$ cat config.mk
export PLATFORM = sky130hd
export DESIGN_NAME = fdiv_seq
export DESIGN_NICKNAME = d
export VERILOG_FILES = /design/src/rtl/fdiv_seq.sv
export SDC_FILE = /design/constraint.sdc
export NUM_CORES = 1
export LEC_CHECK = 0
export BUFFER_PORTS_ARGS = -buffer_cell sky130_fd_sc_hd__buf_4
export CAP_MARGIN = 20
export CORE_UTILIZATION = 41
export CTS_BUF_LIST = sky130_fd_sc_hd__clkbuf_4 sky130_fd_sc_hd__clkbuf_8 sky130_fd_sc_hd__clkbuf_16
export DETAILED_ROUTE_END_ITERATION = 12
export SLEW_MARGIN = 5
export SYNTH_ARGS = -nofsm -noshare
export SYNTH_HDL_FRONTEND = slang
export SYNTH_SLANG_ARGS = --single-unit
$ cat constraint.sdc
create_clock -name clk -period 5.5 [get_ports clk]
set_clock_uncertainty 0.2 [all_clocks]
set_input_delay 0.55 -clock clk [delete_from_list [all_inputs] [get_ports clk]]
set_output_delay 0.55 -clock clk [all_outputs]
set_load 0.03 [all_outputs]
$ cat src/rtl/fdiv_seq.sv
// fdiv_seq: sequential single-precision divider, y = x1 / x2.
// Produces one quotient bit per clock (radix-2 restoring). Results are
// truncated, denormal inputs/outputs are flushed to zero, and NaN is not
// distinguished from infinity.
//
// Ports:
//   clk        clock, rising edge
//   rst        synchronous active-high reset
//   in_valid   x1/x2 carry an operation this cycle
//   in_ready   divider idle and able to accept
//   x1, x2     dividend / divisor (IEEE-754 single)
//   out_valid  y/ovf/dz hold a result
//   out_ready  consumer takes the result
//   y          quotient
//   ovf        finite/finite result overflowed to infinity
//   dz         finite dividend divided by zero
module fdiv_seq #(
  parameter int EBIAS = 127,
  parameter int QBITS = 25
) (
  input  logic        clk,
  input  logic        rst,
  input  logic        in_valid,
  output logic        in_ready,
  input  logic [31:0] x1,
  input  logic [31:0] x2,
  output logic        out_valid,
  input  logic        out_ready,
  output logic [31:0] y,
  output logic        ovf,
  output logic        dz
);

  localparam int CW = $clog2(QBITS);

  typedef enum logic [1:0] {IDLE, CALC, DONE} state_t;

  state_t          state_q, state_d;
  logic [CW-1:0]   count_q, count_d;
  logic            out_valid_q, out_valid_d;
  logic [31:0]     y_q, y_d;
  logic            ovf_q, ovf_d;
  logic            dz_q, dz_d;
  logic [24:0]     r_q, r_d;
  logic [23:0]     d_q, d_d;
  logic [24:0]     q_q, q_d;
  logic [7:0]      e1_q, e1_d;
  logic [7:0]      e2_q, e2_d;
  logic            s_q, s_d;

  logic            ge;
  logic [24:0]     q_nxt;

  // Packs the final quotient into {ovf, y}: normalises on q[24], then
  // saturates a too-large exponent to infinity and flushes a too-small one.
  function automatic logic [32:0] pack_result(input logic s, input logic [7:0] e1,
                                              input logic [7:0] e2, input logic [24:0] q);
    logic signed [9:0] ye;
    logic [22:0]       ym;
    ye = $signed({2'b00, e1}) - $signed({2'b00, e2}) + signed'(10'(EBIAS))
         - (q[24] ? 10'sd0 : 10'sd1);
    ym = q[24] ? q[23:1] : q[22:0];
    if (ye >= 10'sd255)    pack_result = {1'b1, s, 8'hFF, 23'd0};
    else if (ye <= 10'sd0) pack_result = {1'b0, s, 31'd0};
    else                   pack_result = {1'b0, s, ye[7:0], ym};
  endfunction

  assign in_ready  = (state_q == IDLE);
  assign out_valid = out_valid_q;
  assign y         = y_q;
  assign ovf       = ovf_q;
  assign dz        = dz_q;

  // r >= d decides the next quotient bit; r is one bit wider than d.
  assign ge    = (r_q >= {1'b0, d_q});
  assign q_nxt = {q_q[23:0], ge};

  always_comb begin
    state_d     = state_q;
    count_d     = count_q;
    out_valid_d = out_valid_q;
    y_d         = y_q;
    ovf_d       = ovf_q;
    dz_d        = dz_q;
    r_d         = r_q;
    d_d         = d_q;
    q_d         = q_q;
    e1_d        = e1_q;
    e2_d        = e2_q;
    s_d         = s_q;

    case (state_q)
      IDLE: begin
        if (in_valid) begin
          s_d     = x1[31] ^ x2[31];
          e1_d    = x1[30:23];
          e2_d    = x2[30:23];
          r_d     = {2'b01, x1[22:0]};
          d_d     = {1'b1, x2[22:0]};
          q_d     = '0;
          count_d = '0;
          ovf_d   = 1'b0;
          dz_d    = 1'b0;
          // Special operands resolve immediately, in priority order.
          if (x1[30:23] == 8'hFF) begin
            y_d     = {x1[31] ^ x2[31], 8'hFF, 23'd0};
            state_d = DONE;
          end else if (x2[30:23] == 8'hFF) begin
            y_d     = {x1[31] ^ x2[31], 31'd0};
            state_d = DONE;
          end else if (x2[30:23] == 8'h00) begin
            y_d     = {x1[31] ^ x2[31], 8'hFF, 23'd0};
            dz_d    = 1'b1;
            state_d = DONE;
          end else if (x1[30:23] == 8'h00) begin
            y_d     = {x1[31] ^ x2[31], 31'd0};
            state_d = DONE;
          end else begin
            state_d = CALC;
          end
        end
      end
      CALC: begin
        q_d     = q_nxt;
        r_d     = ge ? ((r_q - {1'b0, d_q}) << 1) : (r_q << 1);
        count_d = count_q + CW'(1);
        if (count_q == CW'(QBITS - 1)) begin
          {ovf_d, y_d} = pack_result(s_q, e1_q, e2_q, q_nxt);
          out_valid_d  = 1'b1;
          state_d      = DONE;
        end
      end
      DONE: begin
        // Entered directly from IDLE on special operands: out_valid rises
        // one cycle into DONE. Leaving requires an actual handshake.
        out_valid_d = 1'b1;
        if (out_valid_q && out_ready) begin
          state_d     = IDLE;
          out_valid_d = 1'b0;
          ovf_d       = 1'b0;
          dz_d        = 1'b0;
        end
      end
      default: state_d = IDLE;
    endcase
  end

  always_ff @(posedge clk) begin
    if (rst) begin
      state_q     <= IDLE;
      count_q     <= '0;
      out_valid_q <= 1'b0;
      y_q         <= '0;
      ovf_q       <= 1'b0;
      dz_q        <= 1'b0;
    end else begin
      state_q     <= state_d;
      count_q     <= count_d;
      out_valid_q <= out_valid_d;
      y_q         <= y_d;
      ovf_q       <= ovf_d;
      dz_q        <= dz_d;
    end
  end

  always_ff @(posedge clk) begin
    r_q  <= r_d;
    d_q  <= d_d;
    q_q  <= q_d;
    e1_q <= e1_d;
    e2_q <= e2_d;
    s_q  <= s_d;
  end

endmodule
==> summary.txt <==
Clocking
  – Post-CTS setup buffers: 0
  – Worst skew pair latency: 0.42 ns
  – CTS Buf Count: 17
  – CTS tree: done
  – Clock buffer depth: 2
  – Clock-pin slew on the worst setup and hold paths: 0.06 ns
  – Root buffer cell: clkbuf_16
  – Post-cts resize count: 0
  – Clock sink count: 131
  – H-tree depth: 4
  – # hold bufs at CTS: 0

Detailed routing
  – Routed Antenna Nets: 0
  – DRC viols: 0
  – WL final: 15,700 um
  – Post-DR vias/cell: 5.17
  – DR vias: 5,464
  – WL/cell: 14.8 um
  – DRT iter0 DRCs: 247
  – DRT Pass-1 Iters: 5

Hold path
  – Hold Crit Endpoint: d_q[13]
  – Hold_sp: x2[13]
  – Hold Path Class: input pin to flop
  – Hold Crit Depth: 1

Die
  – Area of the die: 0.0186 mm^2
  – Num rows: 48
  – Num ports: 104
  – Die H: 136 um
  – Initial Util: 42.4%
  – CORE AREA: 0.0175 mm^2
  – Die X: 136 um

Pwr
  – VDD IR max: 0.000257 V
  – Cell-internal power: 0.00259 W
  – PwrDens: 461 mW/mm^2
  – Leak: 3.76 nW
  – Net Sw Frac: 37.0%
  – Clk pwr share: 26.8%
  – Design Power: 0.00412 W
  – P_sw: 0.00153 W
  – Sequential power share: 32.8%
  – Combinational fraction of design power: 40.4%

STA
  – Period utilization: 83.8%
  – Hold violation count in the final report: 0
  – Setup TNS: 0 ns
  – Hold slack final: 0.103 ns
  – Final worst slack: 0.891 ns
  – Worst slew pin tran: 0.994 ns
  – Setup violators final: 0
  – Fmax: 0.217 GHz
  – Slew HR: 33.7%
  – Crit path time final: 4.61 ns
  – RSZ-0062 raised after global routing: no
  – Slew Limit Fails: 0

Cells and area
  – Design area: 0.00894 mm^2
  – ANT cells: 0
  – Layout cells sized above 1: 22.4%
  – Nets: 929
  – Fillcell total: 1,598
  – Area Overhead vs Synth: 20.7%

Place
  – Gp weighted congestion: 0.835
  – DP HPWL: 11,400 um
  – Pre-CTS setup slack: 0.926 ns
  – Placed Area: 0.00835 mm^2
  – I/O Buffers: 103

GRT
  – Vias in the first global route: 5,507
  – Remaining global-route overflow: 0
  – Antenna violations before repair: 0
  – Largest net degree at the start of global routing: 53
  – First-pass GRT wire length: 26,300 um
  – GRT Util Overall: 18.2%

Yosys
  – Synthesized area: 0.00740 mm^2
  – Syn_nets: 830
  – Largest cells by area after synthesis: edfxtp_1, dfxtp_1, ha_1
  – Seq/Total Area, Yosys: 47.4%
  – FFs w/ async S/R, synth: 0%
  – Synth area leader: edfxtp_1
  – Synth unique cells: 73
  – Syn_area_per_cell: 10.3 um^2
  – Post-Syn Instances: 720
  – Main synth FF type: edfxtp_1
  – Post-synthesis register bit count: 131
  – Post-synth EDFFs: 89
  – Warnings, synthesis: 0
  – Share of the synthesized area in the top cell type: 36.1%

Setup path
  – Critical path's most frequent cell: inv_1
  – Worst path slowest cell: nand4_4
  – Worst flop-to-flop path endpoint: y[9]
  – R2R Setup Slk: 0.89 ns
  – Worst Path Arrival: 4.75 ns
  – Bufs and invs on worst path: 3
  – CP Capture Type: flop
  – Delay-heaviest family, CP: compound AO/OA/AOI/OAI gates
  – Startpoint types: flop
  – Worst EP required: 5.64 ns
  – Reg2reg start: e1_q[0]
  – Worst r2r path cells: 19
  – Crit Path Class: flop to flop
  – Worst-path cell chain: inv_1, ha_1, inv_1, fa_1, a211oi_2, nor2_4, nand2_1, nand2_1, a21oi_1, xnor2_1, inv_1, ha_1, o21ai_0, nor3_1, o41a_1, and4b_1, a211oi_4, nand4_4, o21ai_2
  – Slowest cell delay on critical path: 0.47 ns
  – Max FO, Critical Path: 23

Run
  – Max Cap Viol: 0

Outcome
  – Status: completed
registers in the layout (all words and copies together) (netlist names), 2 cells and up:
register	cells
state_q	2
d_q	23
e2_q	8
y	32
count_q	5
e1_q	8
r_q	25
q_q	24
worst register-to-register path, delay by kind of cell (launching register included):
| kind | cells | cell delay, ns |
|---|---|---|
| compound gates | 6 | 1.68 |
| fa+ha+maj | 3 | 0.91 |
| simple gates | 6 | 1.07 |
| buf+inv | 3 | 0.18 |
| flops | 1 | 0.35 |
| xor+xnor | 1 | 0.16 |
routing by layer:
metal  up-vias  global-route usage, %  share of wire [%]
met5         -                      0                  0
met4         0                   5.68                1.1
met3        14                   3.80                4.3
met2       109                   31.3                 50
met1      2533                   22.7                 45
li1       2808                      -                  -
placed cells by master (no fill, tap or decap), types with 3 or more instances in the layout:
| master | n |
|---|---|
| buf_4 | 107 |
| edfxtp_1 | 89 |
| nand2_1 | 68 |
| inv_1 | 49 |
| nor2_1 | 46 |
| o21ai_0 | 45 |
| dfxtp_1 | 42 |
| a21oi_1 | 40 |
| ha_1 | 39 |
| mux2i_1 | 34 |
| and2_1 | 31 |
| o21ai_2 | 22 |
| clkbuf_16 | 19 |
| nor3_1 | 16 |
| a21o_1 | 13 |
| xnor2_1 | 12 |
| nand3_1 | 11 |
| xor2_1 | 10 |
| o21a_1 | 9 |
| nand2b_1 | 8 |
| nor2b_1 | 7 |
| nand4_1 | 7 |
| a211oi_1 | 7 |
| and3_1 | 6 |
| a31oi_1 | 5 |
| o21ai_1 | 5 |
| o31ai_1 | 4 |
| inv_6 | 4 |
| clkinv_4 | 4 |
| or2_2 | 3 |
| a221o_1 | 3 |
| a311oi_1 | 3 |
| nor4_1 | 3 |
| a22oi_1 | 3 |
| fa_1 | 3 |
area by class of cell:
type                       count  area (um^2)  share of cell area [%]
inverter                      50          188                    2.10
clock inverter                13          110                    1.23
clock buffer                  19          475                    5.32
timing repair buffer         107          803                    8.99
tap                          225          282                    3.15
multi-input combinational    512         3570                    39.9
sequential                   131         3510                    39.3
Yosys cell counts (10+ instances only):
cell type	instances
edfxtp_1	89
nand2_1	68
inv_1	50
nor2_1	47
o21ai_0	45
dfxtp_1	42
a21oi_1	40
ha_1	39
mux2i_1	34
and2_1	32
o21ai_2	22
clkbuf_1	17
nor3_1	16
a21o_1	13
xnor2_1	12
nand3_1	11
xor2_1	10
power groups by stage:
stage                     registers, W  logic (W)  clock network, W
after floorplan                0.00137    0.00129                 0
after global placement         0.00137    0.00162                 0
after detailed placement       0.00137    0.00166                 0
after CTS                      0.00135    0.00167           0.00113
after global routing           0.00137    0.00186           0.00117
final                          0.00135    0.00167           0.00111
metrics by stage:
stage          instances  utilization (%)
4_1_cts             1057             51.1
3_5_place_dp        1025             47.8
5_1_grt             1057             51.1
2_1_floorplan        720                -
3_3_place_gp        1025             47.8
6_report            1057             51.1
cell families (layout without fill, tap and decap cells):
| group | after synthesis | after routing | synth area share [%] |
|---|---|---|---|
| xor gates and xnor gates | 26 | 26 | 3.57 |
| and+or+nand+nor | 227 | 227 | 15.6 |
| DFF | 131 | 131 | 47.4 |
| AOI/OAI and AO/OA | 181 | 181 | 16.7 |
| muxes | 35 | 35 | 4.75 |
| adders and majority gates | 43 | 43 | 7.54 |
| buffers and inverters | 77 | 189 | 4.48 |
how the worst max path moves through the flow:
stage | slack [ns] | startpoint | to | cells past startpoint
5_1_grt | 0.56 | e1_q[0] | y[4] | 19
2_1_floorplan | 1.49 | e1_q[0] | y[18] | 20
4_1_cts | 0.89 | e1_q[0] | y[9] | 19
3_3_place_gp | 1.07 | e1_q[0] | y[10] | 19
3_5_place_dp | 0.93 | e1_q[0] | y[9] | 19
6_report | 0.89 | e1_q[0] | y[9] | 19
(Power assumes the default switching activity.)
